==> src/rtl/tpu_pkg.sv <==
// rtl/tpu_pkg.sv - shared constants, state type and sizing helpers for the TPU job sequencer
package tpu_pkg;

    localparam logic [15:0] A_BASE    = 16'h0100;
    localparam logic [15:0] B_BASE    = 16'h0200;
    localparam logic [15:0] C_BASE    = 16'h0300;
    localparam logic [15:0] TRIG_ADDR = 16'h0400;

    typedef enum logic [2:0] {
        S_IDLE,
        S_LOAD_A,
        S_LOAD_B,
        S_LOAD_C,
        S_TRIG,
        S_WAIT,
        S_READ,
        S_DONE
    } job_state_t;

    // C words moved per job: the whole DIM x DIM result packed into DATAW-wide words
    function automatic int nc_words(input int dim, input int bits_c, input int dataw);
        return dim * dim * bits_c / dataw;
    endfunction

    // Cycles the systolic array needs to drain after the trigger
    function automatic int wait_cycles(input int dim);
        return 3 * dim;
    endfunction

endpackage

==> src/rtl/tpu_fetch_unit.sv <==
// rtl/tpu_fetch_unit.sv - single-outstanding source memory reader feeding the job FSM
module tpu_fetch_unit #(
    parameter int DATAW  = 64,
    parameter int MADDRW = 16
) (
    input  logic              clk,
    input  logic              rst_n,
    input  logic              issue,
    input  logic [MADDRW-1:0] issue_addr,
    output logic              mem_req,
    output logic [MADDRW-1:0] mem_addr,
    input  logic              mem_valid,
    input  logic [DATAW-1:0]  mem_data,
    output logic              word_valid,
    output logic [DATAW-1:0]  word_data
);

    logic pending;

    // A return only counts while a request is open; stray or post-reset returns fall through
    assign word_valid = pending & mem_valid;
    assign word_data  = mem_data;

    // Registered request pulse and open-request tracking; a new issue wins over a completing return
    always_ff @(posedge clk or negedge rst_n) begin
        if (!rst_n) begin
            mem_req  <= 1'b0;
            mem_addr <= '0;
            pending  <= 1'b0;
        end else begin
            mem_req <= issue;
            if (issue) begin
                mem_addr <= issue_addr;
                pending  <= 1'b1;
            end else if (word_valid) begin
                pending  <= 1'b0;
            end
        end
    end

endmodule

==> src/rtl/tpu_job_ctrl.sv <==
// rtl/tpu_job_ctrl.sv - runs one load/trigger/drain/readout matrix job on tpuv1
module tpu_job_ctrl
    import tpu_pkg::*;
#(
    parameter int DIM    = 8,
    parameter int BITS_C = 16,
    parameter int DATAW  = 64,
    parameter int ADDRW  = 16,
    parameter int MADDRW = 16
) (
    input  logic              clk,
    input  logic              rst_n,
    input  logic              start,
    input  logic [MADDRW-1:0] base,
    input  logic              accum,
    output logic              busy,
    output logic              done,
    output logic              mem_req,
    output logic [MADDRW-1:0] mem_addr,
    input  logic              mem_valid,
    input  logic [DATAW-1:0]  mem_data,
    output logic              tpu_r_w,
    output logic [ADDRW-1:0]  tpu_addr,
    output logic [DATAW-1:0]  tpu_dataIn,
    input  logic [DATAW-1:0]  tpu_dataOut,
    output logic              res_valid,
    output logic [DATAW-1:0]  res_data,
    input  logic              res_ready
);

    localparam int NC       = nc_words(DIM, BITS_C, DATAW);
    localparam int WAIT_CYC = wait_cycles(DIM);
    localparam int CW       = $clog2(NC) + 1;
    localparam int WW       = $clog2(WAIT_CYC) + 1;

    job_state_t        state, state_n;
    logic [CW-1:0]     cnt, cnt_n;
    logic [WW-1:0]     wcnt, wcnt_n;
    logic              rd_phase, rd_phase_n;
    logic [MADDRW-1:0] base_q;
    logic              accum_q;
    logic              take_job;
    logic              issue;
    logic [MADDRW-1:0] issue_idx;
    logic [MADDRW-1:0] issue_addr;
    logic              word_valid;
    logic [DATAW-1:0]  word_data;
    logic              busy_n, done_n, r_w_n, res_valid_n;
    logic [ADDRW-1:0]  addr_n;
    logic [DATAW-1:0]  din_n, res_data_n;

    function automatic logic [ADDRW-1:0] reg_addr(input logic [15:0] region, input logic [CW-1:0] idx);
        return ADDRW'(region) + (ADDRW'(idx) << 3);
    endfunction

    // The very first request of a job uses the base being latched in the same cycle
    assign issue_addr = ((state == S_IDLE) ? base : base_q) + issue_idx;

    tpu_fetch_unit #(
        .DATAW  (DATAW),
        .MADDRW (MADDRW)
    ) u_fetch (
        .clk        (clk),
        .rst_n      (rst_n),
        .issue      (issue),
        .issue_addr (issue_addr),
        .mem_req    (mem_req),
        .mem_addr   (mem_addr),
        .mem_valid  (mem_valid),
        .mem_data   (mem_data),
        .word_valid (word_valid),
        .word_data  (word_data)
    );

    // State, counters, job parameters and every output register
    always_ff @(posedge clk or negedge rst_n) begin
        if (!rst_n) begin
            state      <= S_IDLE;
            cnt        <= '0;
            wcnt       <= '0;
            rd_phase   <= 1'b0;
            base_q     <= '0;
            accum_q    <= 1'b0;
            busy       <= 1'b0;
            done       <= 1'b0;
            tpu_r_w    <= 1'b0;
            tpu_addr   <= '0;
            tpu_dataIn <= '0;
            res_valid  <= 1'b0;
            res_data   <= '0;
        end else begin
            state      <= state_n;
            cnt        <= cnt_n;
            wcnt       <= wcnt_n;
            rd_phase   <= rd_phase_n;
            busy       <= busy_n;
            done       <= done_n;
            tpu_r_w    <= r_w_n;
            tpu_addr   <= addr_n;
            tpu_dataIn <= din_n;
            res_valid  <= res_valid_n;
            res_data   <= res_data_n;
            if (take_job) begin
                base_q  <= base;
                accum_q <= accum;
            end
        end
    end

    // Next state plus the next value of each registered output; the bus defaults to idle (read of 0x0000)
    always_comb begin
        state_n     = state;
        cnt_n       = cnt;
        wcnt_n      = wcnt;
        rd_phase_n  = rd_phase;
        take_job    = 1'b0;
        issue       = 1'b0;
        issue_idx   = '0;
        busy_n      = busy;
        done_n      = 1'b0;
        r_w_n       = 1'b0;
        addr_n      = '0;
        din_n       = '0;
        res_valid_n = res_valid;
        res_data_n  = res_data;
        case (state)
            S_IDLE: begin
                if (start) begin
                    take_job = 1'b1;
                    issue    = 1'b1;
                    busy_n   = 1'b1;
                    cnt_n    = '0;
                    state_n  = S_LOAD_A;
                end
            end
            S_LOAD_A: begin
                if (word_valid) begin
                    r_w_n = 1'b1;
                    addr_n = reg_addr(A_BASE, cnt);
                    din_n = word_data;
                    issue = 1'b1;
                    if (cnt == CW'(DIM - 1)) begin
                        issue_idx = MADDRW'(DIM);
                        cnt_n     = '0;
                        state_n   = S_LOAD_B;
                    end else begin
                        issue_idx = MADDRW'(cnt) + MADDRW'(1);
                        cnt_n     = cnt + CW'(1);
                    end
                end
            end
            S_LOAD_B: begin
                if (word_valid) begin
                    r_w_n = 1'b1;
                    addr_n = reg_addr(B_BASE, cnt);
                    din_n = word_data;
                    if (cnt == CW'(DIM - 1)) begin
                        issue     = accum_q;
                        issue_idx = MADDRW'(2 * DIM);
                        cnt_n     = '0;
                        state_n   = S_LOAD_C;
                    end else begin
                        issue     = 1'b1;
                        issue_idx = MADDRW'(DIM) + MADDRW'(cnt) + MADDRW'(1);
                        cnt_n     = cnt + CW'(1);
                    end
                end
            end
            S_LOAD_C: begin
                // Without accumulation C is cleared with back-to-back zero writes, no fetches
                if (!accum_q || word_valid) begin
                    r_w_n = 1'b1;
                    addr_n = reg_addr(C_BASE, cnt);
                    din_n = accum_q ? word_data : '0;
                    if (cnt == CW'(NC - 1)) begin
                        cnt_n   = '0;
                        state_n = S_TRIG;
                    end else begin
                        issue     = accum_q;
                        issue_idx = MADDRW'(2 * DIM) + MADDRW'(cnt) + MADDRW'(1);
                        cnt_n     = cnt + CW'(1);
                    end
                end
            end
            S_TRIG: begin
                r_w_n   = 1'b1;
                addr_n  = ADDRW'(TRIG_ADDR);
                wcnt_n  = '0;
                state_n = S_WAIT;
            end
            S_WAIT: begin
                // The first WAIT cycle carries the registered trigger write; WAIT_CYC idle cycles follow
                if (wcnt == WW'(WAIT_CYC)) begin
                    addr_n     = reg_addr(C_BASE, '0);
                    cnt_n      = '0;
                    rd_phase_n = 1'b0;
                    state_n    = S_READ;
                end else begin
                    wcnt_n = wcnt + WW'(1);
                end
            end
            S_READ: begin
                if (!rd_phase) begin
                    res_data_n  = tpu_dataOut;
                    res_valid_n = 1'b1;
                    rd_phase_n  = 1'b1;
                end else if (res_ready) begin
                    res_valid_n = 1'b0;
                    rd_phase_n  = 1'b0;
                    if (cnt == CW'(NC - 1)) begin
                        cnt_n   = '0;
                        done_n  = 1'b1;
                        busy_n  = 1'b0;
                        state_n = S_DONE;
                    end else begin
                        cnt_n  = cnt + CW'(1);
                        addr_n = reg_addr(C_BASE, cnt + CW'(1));
                    end
                end
            end
            S_DONE: begin
                state_n = S_IDLE;
            end
            default: begin
                state_n = S_IDLE;
            end
        endcase
    end

endmodule

==> config.mk <==
export PLATFORM = sky130hd
export DESIGN_NAME = tpu_job_ctrl
export DESIGN_NICKNAME = d
export VERILOG_FILES = /design/src/rtl/tpu_pkg.sv /design/src/rtl/tpu_fetch_unit.sv /design/src/rtl/tpu_job_ctrl.sv
export SDC_FILE = /design/constraint.sdc
export NUM_CORES = 1
export LEC_CHECK = 0
export CAP_MARGIN = 20
export CELL_PAD_IN_SITES_DETAIL_PLACEMENT = 2
export CELL_PAD_IN_SITES_GLOBAL_PLACEMENT = 2
export CORE_UTILIZATION = 30
export CTS_BUF_LIST = sky130_fd_sc_hd__clkbuf_2
export CTS_CLUSTER_DIAMETER = 120
export CTS_CLUSTER_SIZE = 12
export DETAILED_ROUTE_END_ITERATION = 8
export PLACE_DENSITY_LB_ADDON = 0.3
export SETUP_SLACK_MARGIN = 0.1
export SYNTH_ARGS = -nofsm -noshare
export SYNTH_HDL_FRONTEND = slang
export SYNTH_SLANG_ARGS = --single-unit
==> constraint.sdc <==
create_clock -name clk -period 9.6 [get_ports clk]
set_input_delay 2.4 -clock clk [delete_from_list [all_inputs] [get_ports clk]]
set_output_delay 2.4 -clock clk [all_outputs]
set_load 0.03 [all_outputs]
==> flow_metrics.tcl <==
set metrics [dict create \
    status "finished with violations" \
    violations "DRC" \
    die_y_um 166 \
    cts_post_setup_buffers_inserted 0 \
    p_leak_nw 5.19 \
    peakVddDrop_mv 0.0561 \
    ctsHoldBuffers 0 \
    hold_class "reg -> reg" \
    drt_pre_antenna_iters 6 \
    worstHoldPathCells 1 \
    ant_nets 0 \
    grt_pass1_wl_um 39000 \
    start_util_pct 30.7 \
    io_pins 315 \
    cp_cell_sequence "clkdlybuf4s50_1, nand2_1, a21oi_1, nand2b_1, o21ai_0, nor2b_1, ha_1, inv_1, fa_1, nor2b_1, o31a_1, o22ai_1, nor4_1, xor2_1, a21oi_1" \
    clock-sinks 190 \
    drive_above_1_share_pct 14.5 \
    synth_edf_count 0 \
    cap_violations 0 \
    dieArea_um2 27500 \
    grt_pass1_vias 6789 \
    vias 6049 \
    cts-root-buf "clkbuf_2" \
    timing.setup.tns_ns 0 \
    final_util_pct 44.5 \
    htreeDepth 4 \
    postCtsResizedCells 0 \
    ys_types 53 \
    cp-end-kind "flip-flop" \
    synthFlopType "dfrtp_1" \
    num-nets-final 1119 \
    rows 59 \
    grt_max_degree 85 \
    gp_congestion 0.849 \
    synthCells 652 \
    finalHoldViolCount 0 \
    worstPathArrival_ns 5.82 \
    portBuffers 306 \
    clk_latency_ns 0.80 \
    setup-violations-final 0 \
    grt_use_total_pct 18.4 \
    power_density_nw_per_um2 119 \
    wl_um 24400 \
    fmax_mhz 192 \
    synth_seq_area_share_pct 59.1 \
    cts_buffers 17 \
    rsz0062_at_grt "no" \
    period_minus_slack_ns 5.20 \
    path_class "in -> reg" \
    drt_iter0_drc 354 \
    grt_overflow_total 0 \
    dpl.hpwl_um 18700 \
    max_stage_delay_ns 0.54 \
    critical_path.max_fanout 6 \
    synth_area_per_cell_um2 12.3 \
    core_area_um2 26200 \
    avgViaCountPerCell 4.65 \
    drc 25 \
    die_w_um 166 \
    rr_worst_depth 12 \
    wl_per_cell_um 18.8 \
    cp-start-kind "input pin" \
    grt_antenna_before_repair 2 \
    ys_ff_latch 190 \
    final_cell_mix "clkdlybuf4s50_1 (305), dfrtp_1 (190), mux2_2 (87), and2_1 (67), nand2_1 (44)" \
    relSlewSlack_pct 32.4 \
    yosysWarningCount 0 \
    cts.path.max_buffers 2 \
    finClkSkew_ns 0.0579 \
    period_share_pct 54.1 \
    slew_viol_final 0 \
    synth_area_um2 8050 \
    tightest_slew_ns 1.01 \
    async_flop_share_pct 100 \
    slowest_stage "clkdlybuf4s50_1" \
    required_ns 10.23 \
    path_clk_slew_ns 0.27 \
    syn2layout_area_growth_pct 44.8 \
    cts_tree "yes" \
    layout_commonest_cell "clkdlybuf4s50_1" \
]
## cell type report
cell class                 count  area [um^2]
fill                        2687        14600
sequential                   190         4750
timing repair buffer         311         3120
multi-input combinational    418         3060
tap                          335          419
clock inverter                13          144
clock buffer                  19         95.1
inverter                      15         56.3
antenna                        1         2.50
## cell families after synthesis
group	count (synthesis)	synth area share [%]
AND/OR/NAND/NOR	203	13.3
flip-flops	190	59.1
multiplexers	98	13.8
AO/OA/AOI/OAI	75	6.02
buffers and inverters	51	3.30
XOR/XNOR	18	1.96
adder cells (fa/ha/maj)	16	2.58
other	1	0.0466
## synthesized netlist by cell type (9+ instances only)
library cell,instances,area (um^2)
nand2b_1,9,56.3
and2_1,67,419
o21ai_0,23,115
mux2_2,87,980
nand2_1,44,165
inv_1,15,56.3
dfrtp_1,190,4750
mux2i_1,9,90.1
ha_1,15,188
buf_2,17,85.1
xor2_1,11,96.3
a21oi_1,26,130
nand3_1,14,70.1
nor2_1,38,143
## sequential cells by signal (all words and copies together), names as in the netlist
| register | cells |
|---|---|
| state | 3 |
| tpu_r_w | 1 |
| res_data | 64 |
| base_q | 16 |
| u_fetch.pending | 1 |
| u_fetch.mem_req | 1 |
| rd_phase | 1 |
| wcnt | 6 |
| u_fetch.mem_addr | 16 |
| cnt | 5 |
| tpu_addr | 8 |
| tpu_dataIn | 64 |
| res_valid | 1 |
| busy | 1 |
| accum_q | 1 |
| done | 1 |
## path summary, 6_finish.rpt
path	startpoint	to	slack [ns]
worst max-delay path	mem_valid	u_fetch.mem_addr[14]	4.40
worst min-delay path	res_data[24]	res_data[24]	0.54
worst max register to register	state[2]	u_fetch.mem_addr[14]	5.64
worst min register to register	res_data[24]	res_data[24]	0.54
max in group asynchronous	rst_n	u_fetch.mem_addr[7]	6.63
min in group asynchronous	rst_n	tpu_dataIn[15]	1.59
## per-layer routing
layer | wire, um | track usage, % | vias to the layer above
met4 | 222 | 3.86 | 2
met5 | 11 | 0 | -
met3 | 2580 | 7.96 | 18
li1 | - | - | 2782
met2 | 12400 | 32.1 | 223
met1 | 9230 | 20.8 | 3024
## stage by stage
step	hold WS (ns)	cells	cell area, um^2	setup WS, ns	power, mW
final	0.544	1302	11600	4.40	1.39
after floorplan	0.474	659	8070	4.76	0.883
after global placement	0.481	1268	11400	3.65	0.990
after detailed placement	0.494	1268	11400	3.59	0.994
after CTS	0.551	1300	11600	4.47	1.42
after global routing	0.558	1302	11600	4.24	1.46
## critical path, delay by kind of cell
kind | cells | cell delay (ns)
XOR/XNOR | 1 | 0.18
adder cells (fa/ha/maj) | 2 | 0.59
buffers and inverters | 2 | 0.60
AND/OR/NAND/NOR | 5 | 1.09
AO/OA/AOI/OAI | 5 | 0.95
## power breakdown
group	total, mW	switching, mW	leakage, nW	internal (mW)
logic	0.155	0.0689	2.55	0.0861
clock network	0.411	0.321	0.149	0.0900
registers	0.823	0.00663	2.49	0.817
total	1.39	0.396	5.19	0.993
Power figures use the tool's default switching activity.
